## src/rtl/immgen.sv

```systemverilog
// RV32I immediate generator: combinational sign-extended immediate for the
// I/S/B/U/J formats, plus a stall-able registered copy with async reset.
package immtypes_pkg;
  typedef enum logic [2:0] {
    IMM_I = 3'd0,
    IMM_S = 3'd1,
    IMM_B = 3'd2,
    IMM_U = 3'd3,
    IMM_J = 3'd4
  } imm_sel_e;
endpackage

module immgen
  import immtypes_pkg::*;
(
  input  logic        clk,
  input  logic        rst_n,
  input  logic [31:0] instr,
  input  imm_sel_e    imm_sel,
  input  logic        en,
  output logic [31:0] imm_out,
  output logic        imm_err,
  output logic [31:0] imm_q,
  output logic        imm_err_q
);

  logic sign;
  assign sign = instr[31];

  always_comb begin
    imm_out = 32'h0000_0000;
    imm_err = 1'b0;
    case (imm_sel)
      IMM_I: imm_out = {{20{sign}}, instr[31:20]};
      IMM_S: imm_out = {{20{sign}}, instr[31:25], instr[11:7]};
      IMM_B: imm_out = {{20{sign}}, instr[7], instr[30:25], instr[11:8], 1'b0};
      IMM_U: imm_out = {instr[31:12], 12'b0};
      IMM_J: imm_out = {{12{sign}}, instr[19:12], instr[20], instr[30:21], 1'b0};
      // Encodings 5..7 have no format: force a clean zero and flag it.
      default: begin
        imm_out = 32'h0000_0000;
        imm_err = 1'b1;
      end
    endcase
  end

  always_ff @(posedge clk or negedge rst_n) begin
    if (!rst_n) begin
      imm_q     <= 32'h0000_0000;
      imm_err_q <= 1'b0;
    end else if (en) begin
      imm_q     <= imm_out;
      imm_err_q <= imm_err;
    end
  end

endmodule

```

## config.mk

```make
export PLATFORM = sky130hd
export DESIGN_NAME = immgen
export DESIGN_NICKNAME = d
export VERILOG_FILES = /design/src/rtl/immgen.sv
export SDC_FILE = /design/constraint.sdc
export NUM_CORES = 1
export LEC_CHECK = 0
export ABC_AREA = 1
export BUFFER_PORTS_ARGS = -buffer_cell sky130_fd_sc_hd__buf_4
export CORE_ASPECT_RATIO = 0.6
export CORE_MARGIN = 4
export CORE_UTILIZATION = 30
export DETAILED_ROUTE_END_ITERATION = 7
export PLACE_DENSITY = 0.64
export SETUP_SLACK_MARGIN = 0.3
export SLEW_MARGIN = 10
export SYNTH_ARGS = -nofsm -noshare
export SYNTH_HDL_FRONTEND = slang
export SYNTH_SLANG_ARGS = --single-unit
```

## constraint.sdc

```tcl
create_clock -name clk -period 0.8 [get_ports clk]
set_input_delay 0.04 -clock clk [delete_from_list [all_inputs] [get_ports clk]]
set_output_delay 0.04 -clock clk [all_outputs]
set_load 0.01 [all_outputs]
```

==> impl_metrics.env, run 1 <==
export IMPL_crit_chain="buf_6"
export IMPL_synthFlopType="dfrtp_1"
export IMPL_route_detailed_drc=0
export IMPL_root_buffer="clkbuf_8"
export IMPL_htree_levels=2
export IMPL_synth_top_family_by_area="simple AND/OR/NAND/NOR gates"
export IMPL_synthMuxAreaShare_pct=0
export IMPL_max_stage_delay_ns=0.41
export IMPL_hold_violations=33
export IMPL_synth_compound_area_share_pct=2.88
export IMPL_rsz0062_at_grt="yes"
export IMPL_ys_ff_latch=33
export IMPL_drt_pre_antenna_iters=4
export IMPL_fin_util_pct=64.9
export IMPL_power_density_nw_per_um2=1430
export IMPL_cp_required_ns=0.76
export IMPL_hp_class="in -> async"
export IMPL_post_synth_top_count_cell="nand2_1"
export IMPL_maxCapViolCount=0
export IMPL_design_power_total_w=0.00528
export IMPL_path_buf_inv=1
export IMPL_timing_hold_ws_ns=-0.308
export IMPL_dieWidth_um=108
export IMPL_status="complete, but fails checks"
export IMPL_synth_yosys_seq_area_share_pct=46.3
export IMPL_period_share_pct=109
export IMPL_worst_slack_ns=-0.0726
export IMPL_synth_top_cell_area_share_pct=46.3
export IMPL_die_h_um=67.7
export IMPL_ys_warn_count=0
export IMPL_synth_cells=240
export IMPL_fin_skew_ns=0
export IMPL_die_area_um2=7280
export IMPL_synth_common_cells="132 x nand2_1, 33 x dfrtp_1, 12 x inv_1, 12 x nor2_1, 11 x nand2_2"
export IMPL_grtUsageTotal_pct=18.0
export IMPL_crit_path_end_kind="primary output"
export IMPL_tightest_slew_ns=0.441
export IMPL_wl_um=6660
export IMPL_yosys_area_share_simple_pct=42.9
export IMPL_initial_core_util_pct=31.4
export IMPL_rows=21
export IMPL_vdd_ir_drop_max_v=0.000773
export IMPL_drive_above_1_share_pct=60.6
export IMPL_setup_viol=52
export IMPL_setup_worst_path_start="imm_q[19]$_DFFE_PN0P_"
export IMPL_place_area_um2=2830
export IMPL_ctsLongestPathBuffers=2
export IMPL_clk_pin_slew_ns=0.07
export IMPL_avgViaCountPerCell=4.50
export IMPL_synthAdderAreaFrac_pct=0
export IMPL_core_area_um2=5680
export IMPL_synth_cell_types=24
export IMPL_cp_max_fo=2
export IMPL_cts_sinks=33
export IMPL_violations="hold timing, setup timing"
export IMPL_cts_tree="built"
export IMPL_synth_edf_count=0
export IMPL_antenna_found_initial=0
export IMPL_worstSetupPathType="reg -> out"
export IMPL_synthTopCellsByArea="dfrtp_1 46%, nand2_1 28%, nand2_2 3.9%"
export IMPL_n_antenna_cell=0
export IMPL_io_pins=104
export IMPL_syn_nets=278
export IMPL_place_congestion=0.765
export IMPL_critical_path_top_delay_family="flip-flops"
export IMPL_cpMaxStageDelayCell="dfrtp_1"
export IMPL_async_flop_share_pct=100
export IMPL_synth_area_leader_cell="dfrtp_1"
export IMPL_synthXorXnorAreaFrac_pct=0
export IMPL_dp_hpwl_um=4660
export IMPL_dr_first_iter_drc_count=74
export IMPL_syn_area_per_cell_um2=7.43
export IMPL_critPathLaunchType="register"
export IMPL_vias=2059
export IMPL_wire_per_inst_um=14.5
export IMPL_grt_pass1_wl_um=10100
export IMPL_cts_buffers=5
export IMPL_fmaxAchievable_mhz=1150
export IMPL_drtAntennaViolNets=0
export IMPL_syn_area_um2=1780
export IMPL_areaGrowthSynthToFinish_pct=107
export IMPL_grt_max_degree=34
export IMPL_p_leak_nw=1.93
export IMPL_period_needed_ns=0.873
export IMPL_grt_pass1_vias=2016
export IMPL_design_area_um2=3690
export IMPL_num_nets_final=415
export IMPL_relSlewSlack_pct=70.6
export IMPL_overflow=0
export IMPL_r2r_start="imm_q[21]$_DFFE_PN0P_"
export IMPL_slew_viol_final=0
export IMPL_worstPathArrival_ns=0.83
export IMPL_clk_latency_ns=0.28
export IMPL_numPortBuffers=96
-- final timing paths --
path / end / cells past startpoint / slack [ns]
max: imm_q[19] / 1 / -0.07
min: imm_q[6]$_DFFE_PN0P_ / 1 / -0.31
max reg2reg: imm_q[21]$_DFFE_PN0P_ / 3 / 0.05
min reg2reg: imm_q[3]$_DFFE_PN0P_ / 2 / 0.49
max in group asynchronous: imm_q[1]$_DFFE_PN0P_ / 1 / 0.79
min in group clk: imm_err_q$_DFFE_PN0P_ / 3 / 0.06
-- registers in the layout, indices dropped and copies added, names as in the netlist --
register   flops
imm_q         32
imm_err_q      1
-- power breakdown --
group / switching [W] / leakage [nW] / internal, W
clock: 0.000663 / 0.0439 / 0.000600
sequential: 0.000134 / 0.425 / 0.00183
combinational: 0.000942 / 1.46 / 0.00111
total: 0.00174 / 1.93 / 0.00354
-- final cells by class --
type | count | area (µm²)
repair buffers | 139 | 1450
clock buffers | 5 | 68.8
flip-flops and latches | 33 | 826
well taps | 80 | 100
clock inverters | 3 | 17.5
inverters | 15 | 110
fillers | 495 | 1990
multi-input cells | 183 | 1120
-- layout by cell type, fill, tap and decap left out, types with 4 or more instances in the layout --
master | synthesis | routed
nand2_1 | 132 | 99
clkbuf_8 | 0 | 5
buf_4 | 3 | 53
inv_1 | 12 | 8
nand2_8 | 1 | 5
buf_12 | 1 | 7
dfrtp_1 | 33 | 33
nor2_1 | 12 | 4
nand2_4 | 5 | 8
nand2_2 | 11 | 37
nor2_4 | 2 | 12
buf_6 | 2 | 77
a21oi_2 | 0 | 8
nand4_1 | 4 | 4
-- metrics by stage --
stage | setup slack, ns | instances | TNS, ns
2_1_floorplan | 0.0665 | 240 | 0
3_3_place_gp | -0.177 | 424 | -7.89
3_5_place_dp | -0.213 | 424 | -9.18
4_1_cts | -0.0717 | 449 | -2.86
5_1_grt | -0.112 | 458 | -4.76
6_report | -0.0726 | 458 | -2.54
-- metal layers --
| layer | vias to the layer above | GRT usage (%) | part of all wire, % |
|---|---|---|---|
| met5 | - | 0 | 0 |
| met4 | 0 | 3.62 | 0.41 |
| met3 | 4 | 5.92 | 7.7 |
| met2 | 73 | 28.6 | 45 |
| met1 | 973 | 24.3 | 47 |
| li1 | 1009 | - | - |
-- cells by family (layout without fill, tap and decap cells) --
kind of cell | after synthesis | in the layout
compound gates | 10 | 10
buf+inv | 25 | 162
flops | 33 | 33
simple gates | 172 | 173
-- repair_timing --
item / CTS / global route
setup endpoints to repair: 99 / 99
gates cloned: 0 / 2
endpoints found under the hold margin: 33 / 33
pin swaps: 47 / 22
gates resized for setup: 96 / 55
buffers inserted: 17 / 7
Power figures use the tool's default switching activity.
==> run 2, diff against run 1 <==
--- a/config.mk
+++ b/config.mk
@@ -11,6 +11,7 @@
 export CORE_MARGIN = 4
 export CORE_UTILIZATION = 30
 export DETAILED_ROUTE_END_ITERATION = 7
+export HOLD_SLACK_MARGIN = 0.15
 export PLACE_DENSITY = 0.64
 export SETUP_SLACK_MARGIN = 0.3
 export SLEW_MARGIN = 10
==> constraint.sdc (replaced) <==
create_clock -name clk -period 1 [get_ports clk]
set_input_delay 0.05 -clock clk [delete_from_list [all_inputs] [get_ports clk]]
set_output_delay 0.05 -clock clk [all_outputs]
set_load 0.01 [all_outputs]
==> run 2 against run 1 <==
The flow now finishes without violations. Sequential power fell by 20%. Sequential cell count did not move. Via count fell by 0.97%. Critical path type is now in -> out. Largest power group unchanged.
==> impl_metrics.env, run 2 (synthesized netlist as in run 1, its figures left out) <==
export IMPL_ctsLongestPathBuffers=2
export IMPL_grtUsageTotal_pct=18.1
export IMPL_io_pins=104
export IMPL_worstPathArrival_ns=0.90
export IMPL_cts_buffers=5
export IMPL_place_congestion=0.770
export IMPL_fin_skew_ns=0
export IMPL_grt_pass1_vias=2104
export IMPL_grt_pass1_wl_um=10200
export IMPL_stdcell_count=460
export IMPL_core_area_um2=5680
export IMPL_wire_per_inst_um=14.3
export IMPL_initial_core_util_pct=31.4
export IMPL_vias=2039
export IMPL_cts_tree="built"
export IMPL_dp_hpwl_um=4310
export IMPL_dieWidth_um=108
export IMPL_rsz0062_at_grt="yes"
export IMPL_die_h_um=67.7
export IMPL_htree_levels=2
export IMPL_cts_hold_buffers_added=1
export IMPL_p_comb_share_pct=39.4
export IMPL_power_density_nw_per_um2=1150
export IMPL_switching_share_pct=32.6
export IMPL_root_buffer="clkbuf_8"
export IMPL_top_regs="imm_q (32), imm_err_q (1)"
export IMPL_intPower_w=0.00286
export IMPL_drt_pre_antenna_iters=4
export IMPL_numPortBuffers=96
export IMPL_grt_max_degree=34
export IMPL_num_nets_final=417
export IMPL_crit_path_end_kind="primary output"
export IMPL_clk_pin_slew_ns=0.07
export IMPL_period_needed_ns=0.949
export IMPL_fin_util_pct=65.2
export IMPL_dpl_worst_slack_ns=0.0163
export IMPL_worstSetupPathType="in -> out"
export IMPL_worst_slack_ns=0.0513
export IMPL_fillers=476
export IMPL_cts_sinks=33
export IMPL_dp_cells=416
export IMPL_power_net_switching_w=0.00138
export IMPL_hold_violations=0
export IMPL_vdd_ir_drop_max_v=0.000572
export IMPL_rows=21
export IMPL_critPathLaunchType="input port"
export IMPL_slew_viol_final=0
export IMPL_pwr_share_clk_pct=23.6
export IMPL_maxCapViolCount=0
export IMPL_final_common_cell="nand2_1"
export IMPL_multi_input_area_um2=1140
export IMPL_p_leak_nw=1.94
export IMPL_tightest_slew_ns=0.433
export IMPL_fmaxAchievable_mhz=1050
export IMPL_drtAntennaViolNets=0
export IMPL_dr_first_iter_drc_count=40
export IMPL_setup_viol=0
export IMPL_setup_tns_ns=0
export IMPL_design_power_total_w=0.00424
export IMPL_p_seq_share_pct=37.1
export IMPL_period_share_pct=94.9
export IMPL_antenna_found_initial=0
export IMPL_overflow=0
export IMPL_die_area_um2=7280
export IMPL_cp_required_ns=0.95
export IMPL_regArea_um2=826
export IMPL_regMostFlops="imm_q"
export IMPL_avgViaCountPerCell=4.43
export IMPL_areaGrowthSynthToFinish_pct=108
export IMPL_hp_class="in -> reg"
export IMPL_wl_um=6560
export IMPL_clk_latency_ns=0.28
export IMPL_route_detailed_drc=0
export IMPL_status="finished clean"
export IMPL_largest_register_ffs=32
export IMPL_cp_max_fo=6
export IMPL_drive_above_1_share_pct=58.2
export IMPL_relSlewSlack_pct=71.1
export IMPL_layout_common_cells="107 x nand2_1, 78 x buf_6, 52 x buf_4, 33 x dfrtp_1, 22 x nand2_2"
export IMPL_n_antenna_cell=0
==> run 2: cell count changes in the layout (fill, tap and decap cells not counted), sizes merged <==
cell and change:
inv -2, buf +1, clkbuf -1, clkinv +1, clkinvlp +1, dlygate4sd3 +1, nand2 +1
==> run 2: routing by layer <==
metal / vias to the layer above / wire length [µm] / track usage, %
li1: 1007 / - / -
met1: 957 / 2820 / 21.9
met2: 68 / 3100 / 30.3
met3: 7 / 592 / 7.07
met4: 0 / 45 / 5.04
met5: - / 0 / 0
==> run 2: area by class of cell <==
cell class                      instances  share of cell area (%)
Multi-Input combinational cell        184                    30.7
Sequential cell                        33                    22.3
Timing Repair Buffer                  140                    39.6
Clock inverter                          3                   0.473
Tap cell                               80                    2.71
Inverter                               15                    2.27
Clock buffer                            5                    1.86
==> run 2: metrics by stage <==
step	hold WS [ns]	area (µm²)
2_1_floorplan	-0.246	1890
4_1_cts	0.0819	3340
6_report	0.0919	3700
5_1_grt	0.109	3700
3_3_place_gp	0.0237	2720
3_5_place_dp	0.0265	2720
==> run 2: path summary, 6_finish.rpt <==
kind                                        from  slack, ns               endpoint  cells after the start
setup / recovery                      imm_sel[0]       0.05             imm_out[6]                      8
hold / removal                         instr[16]       0.09  imm_q[16]$_DFFE_PN0P_                      5
setup reg to reg            imm_q[0]$_DFFE_PN0P_       0.25   imm_q[0]$_DFFE_PN0P_                      3
hold reg to reg            imm_q[24]$_DFFE_PN0P_       0.51  imm_q[24]$_DFFE_PN0P_                      2
max in group asynchronous                  rst_n       0.43  imm_q[27]$_DFFE_PN0P_                      2
min in group asynchronous                  rst_n       0.26  imm_q[22]$_DFFE_PN0P_                      2
==> run 2: what timing repair did <==
action                                 in CTS  in global routing
endpoints found under the hold margin      61                 16
resized for setup                          80                 68
pin swaps                                   5                 18
cloned                                      2                  1
setup buffers                              18                 14
setup endpoints to repair                  66                 86
==> run 2: critical path, cell delays in order <==
cell and delay (ns):
buf_12 0.11, nand2_8 0.10, nand2_8 0.07, nand2_8 0.07
clkinvlp_4 0.09, buf_12 0.15, nor2_4 0.13, buf_6 0.12
==> run 2: power groups by stage <==
stage	Clock, W	Combinational, W	Sequential (W)
2_1_floorplan	0	0.000480	0.00162
4_1_cts	0.00103	0.00147	0.00156
5_1_grt	0.00109	0.00180	0.00159
6_report	0.00100	0.00167	0.00157
3_5_place_dp	0	0.00115	0.00156
3_3_place_gp	0	0.00114	0.00156
==> run 3, diff against run 2 <==
--- a/config.mk
+++ b/config.mk
@@ -8,11 +8,12 @@
 export ABC_AREA = 1
 export BUFFER_PORTS_ARGS = -buffer_cell sky130_fd_sc_hd__buf_4
 export CORE_ASPECT_RATIO = 0.6
-export CORE_MARGIN = 4
+export CORE_MARGIN = 10
 export CORE_UTILIZATION = 30
 export DETAILED_ROUTE_END_ITERATION = 7
 export HOLD_SLACK_MARGIN = 0.15
 export PLACE_DENSITY = 0.64
+export REMOVE_ABC_BUFFERS = 1
 export SETUP_SLACK_MARGIN = 0.3
 export SLEW_MARGIN = 10
 export SYNTH_ARGS = -nofsm -noshare
==> run 3 against run 2 <==
Register-to-register slack hardly changed. Sequential cell count stayed put. Critical path depth stayed put. Cell count is 0.22% lower. Sequential share of layout area is 1.7 points higher. Clock skew stayed put. Wire length is 8.5% higher. Total power is 3.0% lower. Hold slack hardly changed. Die area is 31% higher. Setup slack better by 0.0069 ns. Combinational power is 7% lower. Largest cell class unchanged.
==> impl_metrics.env, run 3 (synthesized netlist as in run 1, its figures left out) <==
export IMPL_cp_required_ns=0.95
export IMPL_initial_core_util_pct=31.4
export IMPL_num_nets_final=416
export IMPL_vdd_ir_drop_max_v=0.000514
export IMPL_grt_max_degree=34
export IMPL_tightest_slew_ns=0.444
export IMPL_fin_util_pct=60.7
export IMPL_min_from="instr[19]"
export IMPL_critPathLaunchType="input port"
export IMPL_overflow=0
export IMPL_wl_um=7120
export IMPL_p_leak_nw=1.86
export IMPL_place_congestion=0.739
export IMPL_grt_pass1_wl_um=10200
export IMPL_setup_viol=0
export IMPL_maxCapViolCount=0
export IMPL_drt_pre_antenna_iters=4
export IMPL_drtAntennaViolNets=0
export IMPL_fin_skew_ns=0
export IMPL_regMostFlops="imm_q"
export IMPL_fillers=507
export IMPL_wire_per_inst_um=15.5
export IMPL_htree_levels=2
export IMPL_design_power_total_w=0.00412
export IMPL_numPortBuffers=96
export IMPL_timing_hold_ws_ns=0.0920
export IMPL_vias=1946
export IMPL_rsz0062_at_grt="yes"
export IMPL_status="finished clean"
export IMPL_antenna_found_initial=0
export IMPL_relSlewSlack_pct=70.4
export IMPL_route_detailed_drc=0
export IMPL_cp_max_fo=6
export IMPL_largest_register_ffs=32
export IMPL_cts_sinks=33
export IMPL_grtUsageTotal_pct=13.3
export IMPL_crit_path_end_kind="primary output"
export IMPL_hold_violations=0
export IMPL_cts_tree="built"
export IMPL_root_buffer="clkbuf_8"
export IMPL_dieWidth_um=120
export IMPL_worstPathArrival_ns=0.89
export IMPL_period_needed_ns=0.942
export IMPL_n_antenna_cell=0
export IMPL_clk_latency_ns=0.28
export IMPL_ctsLongestPathBuffers=2
export IMPL_die_h_um=79.7
export IMPL_clk_pin_slew_ns=0.07
export IMPL_areaGrowthSynthToFinish_pct=93.2
export IMPL_final_common_cell="nand2_1"
export IMPL_top_regs="imm_q (32), imm_err_q (1)"
export IMPL_fmaxAchievable_mhz=1060
export IMPL_grt_pass1_vias=1897
export IMPL_io_pins=104
export IMPL_cts_buffers=5
export IMPL_core_area_um2=5680
export IMPL_hp_class="in -> reg"
export IMPL_slew_viol_final=0
export IMPL_rows=21
export IMPL_worstSetupPathType="in -> out"
export IMPL_dr_first_iter_drc_count=75
export IMPL_dp_hpwl_um=4910
export IMPL_setup_worst_path_start="imm_sel[1]"
export IMPL_cts_hold_buffers_added=1
export IMPL_power_density_nw_per_um2=1200
export IMPL_drive_above_1_share_pct=54.1
export IMPL_die_area_um2=9530
export IMPL_avgViaCountPerCell=4.24
export IMPL_r2r_start="imm_q[14]$_DFFE_PN0P_"
export IMPL_period_share_pct=94.2
export IMPL_layout_common_cells="121 x nand2_1, 78 x buf_4, 55 x buf_6, 33 x dfrtp_1, 20 x nand2_2"
-- run 3: changes by cell type in the layout (fill, tap and decap cells not counted), sizes merged --
cell	change
nand2	-1
clkinv	-1
inv	+1
-- run 3: cell type report --
class | count | area [µm²] | area share [%]
clock inverters | 3 | 17.5 | 0.509
flip-flops and latches | 33 | 826 | 24.0
clock buffers | 5 | 68.8 | 2.00
well taps | 80 | 100 | 2.91
repair buffers | 140 | 1340 | 38.8
multi-input cells | 183 | 1020 | 29.6
inverters | 15 | 77.6 | 2.25
-- run 3: path summary, 6_finish.rpt --
check / end / slack, ns / depth (start not counted)
worst max-delay path: imm_out[10] / 0.06 / 8
worst max register to register: imm_q[14]$_DFFE_PN0P_ / 0.25 / 3
worst min-delay path: imm_q[19]$_DFFE_PN0P_ / 0.09 / 5
min in group asynchronous: imm_q[11]$_DFFE_PN0P_ / 0.25 / 2
max in group asynchronous: imm_q[24]$_DFFE_PN0P_ / 0.43 / 2
worst min register to register: imm_q[27]$_DFFE_PN0P_ / 0.50 / 2
-- run 3: layer usage --
metal | track usage [%] | share of wire [%]
met1 | 16.7 | 44
met2 | 20.7 | 48
met3 | 5.51 | 7.7
met4 | 3.24 | 0.48
met5 | 0 | 0
-- run 3: metrics by stage --
step                      setup slack (ns)  instance area, µm²  cells  TNS, ns
final                               0.0582                3440    459        0
after detailed placement           -0.0440                2600    415   -0.275
after global routing                0.0218                3440    459        0
after global placement             -0.0350                2600    415   -0.194
after CTS                           0.0818                3000    436        0
after floorplan                     -0.106                1700    230    -1.05
-- run 3: worst max-delay path, cell delays in order --
cell,delay (ns)
buf_12,0.11
nand2_8,0.09
nand2_8,0.07
nand2_8,0.09
clkinvlp_4,0.09
buf_12,0.15
nor2_4,0.12
buf_6,0.11
-- run 3: repair_timing --
action                                 in CTS  in global routing
pin swaps                                   8                 17
resized for setup                          60                 62
setup buffers                              12                 22
cloned                                      0                  1
endpoints found under the hold margin      64                 19
setup endpoints to repair                  66                 81
-- run 3: power breakdown --
part / internal (W) / switching (W) / leakage (nW)
Clock: 0.000480 / 0.000519 / 0.0439
Sequential: 0.00147 / 0.000103 / 0.425
Combinational: 0.000831 / 0.000718 / 1.39
Total: 0.00278 / 0.00134 / 1.86
